## config.mk

```make
export PLATFORM = sky130hd
export DESIGN_NAME = nrisc_mem_responder
export DESIGN_NICKNAME = d
export VERILOG_FILES = /design/src/rtl/nrisc_mem_responder.sv
export SDC_FILE = /design/constraint.sdc
export NUM_CORES = 2
export LEC_CHECK = 0
export CELL_PAD_IN_SITES_DETAIL_PLACEMENT = 1
export CELL_PAD_IN_SITES_GLOBAL_PLACEMENT = 1
export CORE_AREA = 2 2 423 844
export DETAILED_ROUTE_END_ITERATION = 6
export DIE_AREA = 0 0 425 846
export HOLD_SLACK_MARGIN = 0.06
export PLACE_DENSITY_LB_ADDON = 0.1
export SLEW_MARGIN = 20
export SYNTH_ARGS = -nofsm -noshare
export SYNTH_HDL_FRONTEND = slang
export SYNTH_SLANG_ARGS = --single-unit
export TNS_END_PERCENT = 30
```

## constraint.sdc

```tcl
create_clock -name Clock -period 8.6 [get_ports Clock]
set_input_delay 1.72 -clock Clock [delete_from_list [all_inputs] [get_ports Clock]]
set_output_delay 1.72 -clock Clock [all_outputs]
set_load 0.05 [all_outputs]
```

## src/rtl/nrisc_mem_responder.sv

```systemverilog
// nrisc_mem_responder: single-port 256x8 memory serving instruction fetches and data accesses with fair arbitration.
// Optional macro MEM_WRITE_PROTECT_EN rejects writes to 0x00-0x3F and pulses WrErr alongside DataAck.
module nrisc_mem_responder (
  input  logic       Clock,
  input  logic       Reset_n,
  input  logic       FetchReq,
  input  logic [7:0] pc,
  output logic [7:0] memInstr,
  output logic       InstrAck,
  input  logic       MemRead,
  input  logic       MemWrite,
  input  logic [7:0] addr,
  input  logic [7:0] dadoEscrito,
  output logic [7:0] readData,
  output logic       DataAck,
  output logic       halt,
  output logic       WrErr
);
  localparam logic [1:0] IDLE  = 2'd0;
  localparam logic [1:0] ACK_D = 2'd1;
  localparam logic [1:0] ACK_I = 2'd2;
  logic [1:0] state_q, state_d;
  logic       fair_q, fair_d, wr_err_q, wr_err_d;
  logic [7:0] read_data_q, read_data_d, instr_q, instr_d;
  logic [7:0] acc_addr, rd_data;
  logic       idle, grant_d, grant_i, wr_en, prot;
  logic [7:0] mem [256];
`ifdef MEM_WRITE_PROTECT_EN
  assign prot = addr[7:6] == 2'b00;
`else
  assign prot = 1'b0;
`endif
  // The fairness flag hands the next grant to a fetch that lost to data.
  always_comb begin
    idle        = state_q == IDLE;
    grant_d     = idle & (MemRead | MemWrite) & ~(FetchReq & fair_q);
    grant_i     = idle & FetchReq & ~grant_d;
    wr_en       = grant_d & MemWrite & ~prot;
    acc_addr    = grant_i ? pc : addr;
    rd_data     = mem[acc_addr];
    state_d     = grant_d ? ACK_D : grant_i ? ACK_I : IDLE;
    fair_d      = grant_i ? 1'b0 : (grant_d & FetchReq) | fair_q;
    read_data_d = (grant_d & ~MemWrite) ? rd_data : read_data_q;
    instr_d     = grant_i ? rd_data : instr_q;
    wr_err_d    = grant_d & MemWrite & prot;
  end
  always_ff @(posedge Clock or negedge Reset_n) begin
    if (!Reset_n) begin
      state_q     <= IDLE;
      fair_q      <= 1'b0;
      wr_err_q    <= 1'b0;
      read_data_q <= 8'h00;
      instr_q     <= 8'h00;
    end else begin
      state_q     <= state_d;
      fair_q      <= fair_d;
      wr_err_q    <= wr_err_d;
      read_data_q <= read_data_d;
      instr_q     <= instr_d;
    end
  end
  // Storage is deliberately outside the reset domain so contents survive reset.
  always_ff @(posedge Clock) begin
    if (wr_en) mem[addr] <= dadoEscrito;
  end
  assign DataAck  = state_q == ACK_D;
  assign InstrAck = state_q == ACK_I;
  assign WrErr    = wr_err_q;
  assign readData = read_data_q;
  assign memInstr = instr_q;
  assign halt     = (FetchReq & ~InstrAck) | ((MemRead | MemWrite) & ~DataAck);
endmodule

```

==> qor.txt <==
status -> completed
Synth Register Bits -> 2,067
asr flop ratio synth -> 0.919%
Layout Utilization -> 28.7%
DR pass1 iterations -> 6
GRT Overall Usage -> 23.7%
Req. time, crit path -> 9.41 ns
commonest non-fill, non-tap cell in the layout -> edfxtp_1
worst slew pin tran -> 1.41 ns
Primary FF master, synth -> edfxtp_1
Mapped Nets -> 6,345
Final Max Tran Viols -> 0
final hold violation count -> 0
worst min-delay path class -> reg -> reg
Initial Util -> 24.9%
vias in the first global route -> 62,614
H-tree depth -> 4
critical path data arrival time -> 7.60 ns
Non-Filler Instances -> 11,199
global-route wire length before repair -> 584,000 um
setup tns final -> 0 ns
clock period minus worst slack -> 6.79 ns
sequential cell area fraction in the yosys report -> 70.5%
DP HPWL -> 284,000 um
postcts setup bufs -> 0
initial DRC count -> 4,245
core area -> 0.353 mm2
LEAKAGE -> 31.8 nW
Netlist cell types -> 89
root buffer cell -> clkbuf_16
Placed Cells -> 10,820
Max Cap Viol -> 0
clock slew at reported path FFs -> 0.07 ns
Design Power -> 27.2 mW
worst vdd ir -> 0.154 mV
area delta synth->final -> 15.5%
clk sink count -> 2,067
worst skew pair latency -> 0.94 ns
global route overflow -> 0
die width -> 425 um
Rows -> 309
WL/cell -> 39.0 um
GP Congestion -> 0.833
TritonCTS Buffers -> 207
# nets final -> 6,393
crit path kind -> in -> reg
number of synthesis warnings -> 0
CTS tree -> built
ANT nets after route -> 0
clk_skew -> 0.0469 ns
die height -> 846 um
Pwr Density -> 267 mW/mm2
antenna violations before repair -> 22
setup violators final -> 0
Max clock buf depth -> 4
post-layout instance area -> 0.102 mm2
placed cell areas -> 0.0952 mm2
DIE AREA -> 0.360 mm2
final WL -> 437,000 um
fmax -> 0.147 GHz
cell count after synthesis -> 6,316
crit end category -> flip-flop
pre-CTS setup slack -> 0.895 ns
fin crit share -> 78.9%
pin count of the biggest net entering global routing -> 135
Max FO, Critical Path -> 60
Critical Path Start Type -> input port
Via density -> 5.33
Post-Syn Area -> 0.0880 mm2
DR DRC count -> 0
Slew HR -> 5.93%
io pins -> 49
Mean Syn Cell Area -> 13.9 um2
Fin Hold WS -> 0.529 ns
RSZ-0062 raised after global routing -> false
number of flops mapped to enable cells by yosys -> 2,048
CTS resizes -> 0
Final WS setup -> 1.81 ns
IO buf count -> 47
Vias -> 59,745
hold_buf cts -> 0
most frequent cells in the layout -> 2,048 x edfxtp_1, 521 x nand2_1, 408 x nand3_1, 344 x o21ai_0, 290 x buf_4
share of post-route cells with drive strength above 1 -> 12.6%
-- synth_stat cells, types with 7 or more instances --
master	n	share of area [%]
a2111oi_0	53	0.53
a211o_1	11	0.11
a211oi_1	275	2.3
a21oi_1	277	1.6
a221oi_1	70	0.70
a22o_1	7	0.070
a22oi_1	73	0.62
a2bb2oi_1	7	0.070
a311o_1	9	0.10
a311oi_1	148	1.5
a31o_2	11	0.11
a31oi_1	72	0.51
a32oi_1	51	0.51
and3_1	98	0.70
buf_1	24	0.10
buf_2	182	1.0
buf_4	47	0.40
buf_6	53	0.68
clkbuf_1	244	1.0
dfrtp_1	19	0.54
edfxtp_1	2048	70
mux2_2	57	0.73
mux2i_1	265	3.0
mux4_2	14	0.36
nand2_1	536	2.3
nand2b_1	232	1.7
nand3_1	413	2.3
nand4_1	11	0.078
nor2_1	288	1.2
nor2b_1	13	0.092
nor3_1	24	0.14
nor4_1	44	0.31
o21ai_0	344	2.0
o21ai_1	13	0.074
o221ai_1	44	0.44
o22ai_1	107	0.76
o32a_1	15	0.17
-- where the power goes --
group          leakage (nW)  internal, mW  switching [mW]
Sequential             18.6          11.1          0.0701
Combinational          10.1          1.75            5.11
Clock                  3.07          4.87            4.26
Total                  31.8          17.7            9.44
-- final timing paths --
check	start	to	slack, ns	cells past startpoint
max	MemRead	memInstr[5]$_DFFE_PN0N_	1.81	13
min	memInstr[6]$_DFFE_PN0N_	memInstr[6]$_DFFE_PN0N_	0.53	1
max reg2reg	state_q[1]$_DFF_PN0_	memInstr[5]$_DFFE_PN0N_	2.55	12
min reg2reg	memInstr[6]$_DFFE_PN0N_	memInstr[6]$_DFFE_PN0N_	0.53	1
max in group asynchronous	Reset_n	memInstr[3]$_DFFE_PN0N_	6.90	2
min in group asynchronous	Reset_n	state_q[1]$_DFF_PN0_	1.29	2
-- routing by layer --
metal  part of all wire, %  global-route usage (%)  vias to the layer above
li1                      -                       -                    25002
met1                    36                    25.2                    32664
met2                    55                    45.3                     1459
met3                   3.2                    2.35                      618
met4                   6.3                    12.9                        2
met5                0.0030                       0                        -
-- state kept, by name (all words and copies together), names as in the netlist --
name and cells:
fair_q 1, mem 2048, memInstr 8, readData 8, state_q 2
-- critical path: stages --
cell             delay, ns
clkdlybuf4s50_1       0.51
o21bai_4              0.63
buf_12                0.40
a21boi_4              0.18
nor2_8                0.87
buf_4                 0.49
mux2i_1               0.13
a221oi_1              0.39
nor4_1                0.12
buf_4                 0.18
o21ai_0               0.81
nand4_1               0.57
o221ai_1              0.40
-- logic make-up (layout without fill, tap and decap cells) --
family | after synthesis | after routing | share of synthesized area (%)
multiplexers | 342 | 342 | 4.18
flip-flops | 2067 | 2067 | 70.5
other | 1 | 15 | 0.00426
AND/OR/NAND/NOR | 1697 | 1697 | 9.19
buffers and inverters | 556 | 760 | 3.28
AO/OA/AOI/OAI | 1653 | 1653 | 12.9
-- layout make-up --
cell class / count / area, um2
fill: 37452 / 252000
sequential: 2067 / 62000
multi-input combinational: 3693 / 23700
tap: 4665 / 5840
clock buffer: 257 / 5410
timing repair buffer: 389 / 3720
clock inverter: 108 / 895
antenna: 14 / 35.0
inverter: 6 / 22.5
Note: power is estimated with default switching activity, not from simulation.
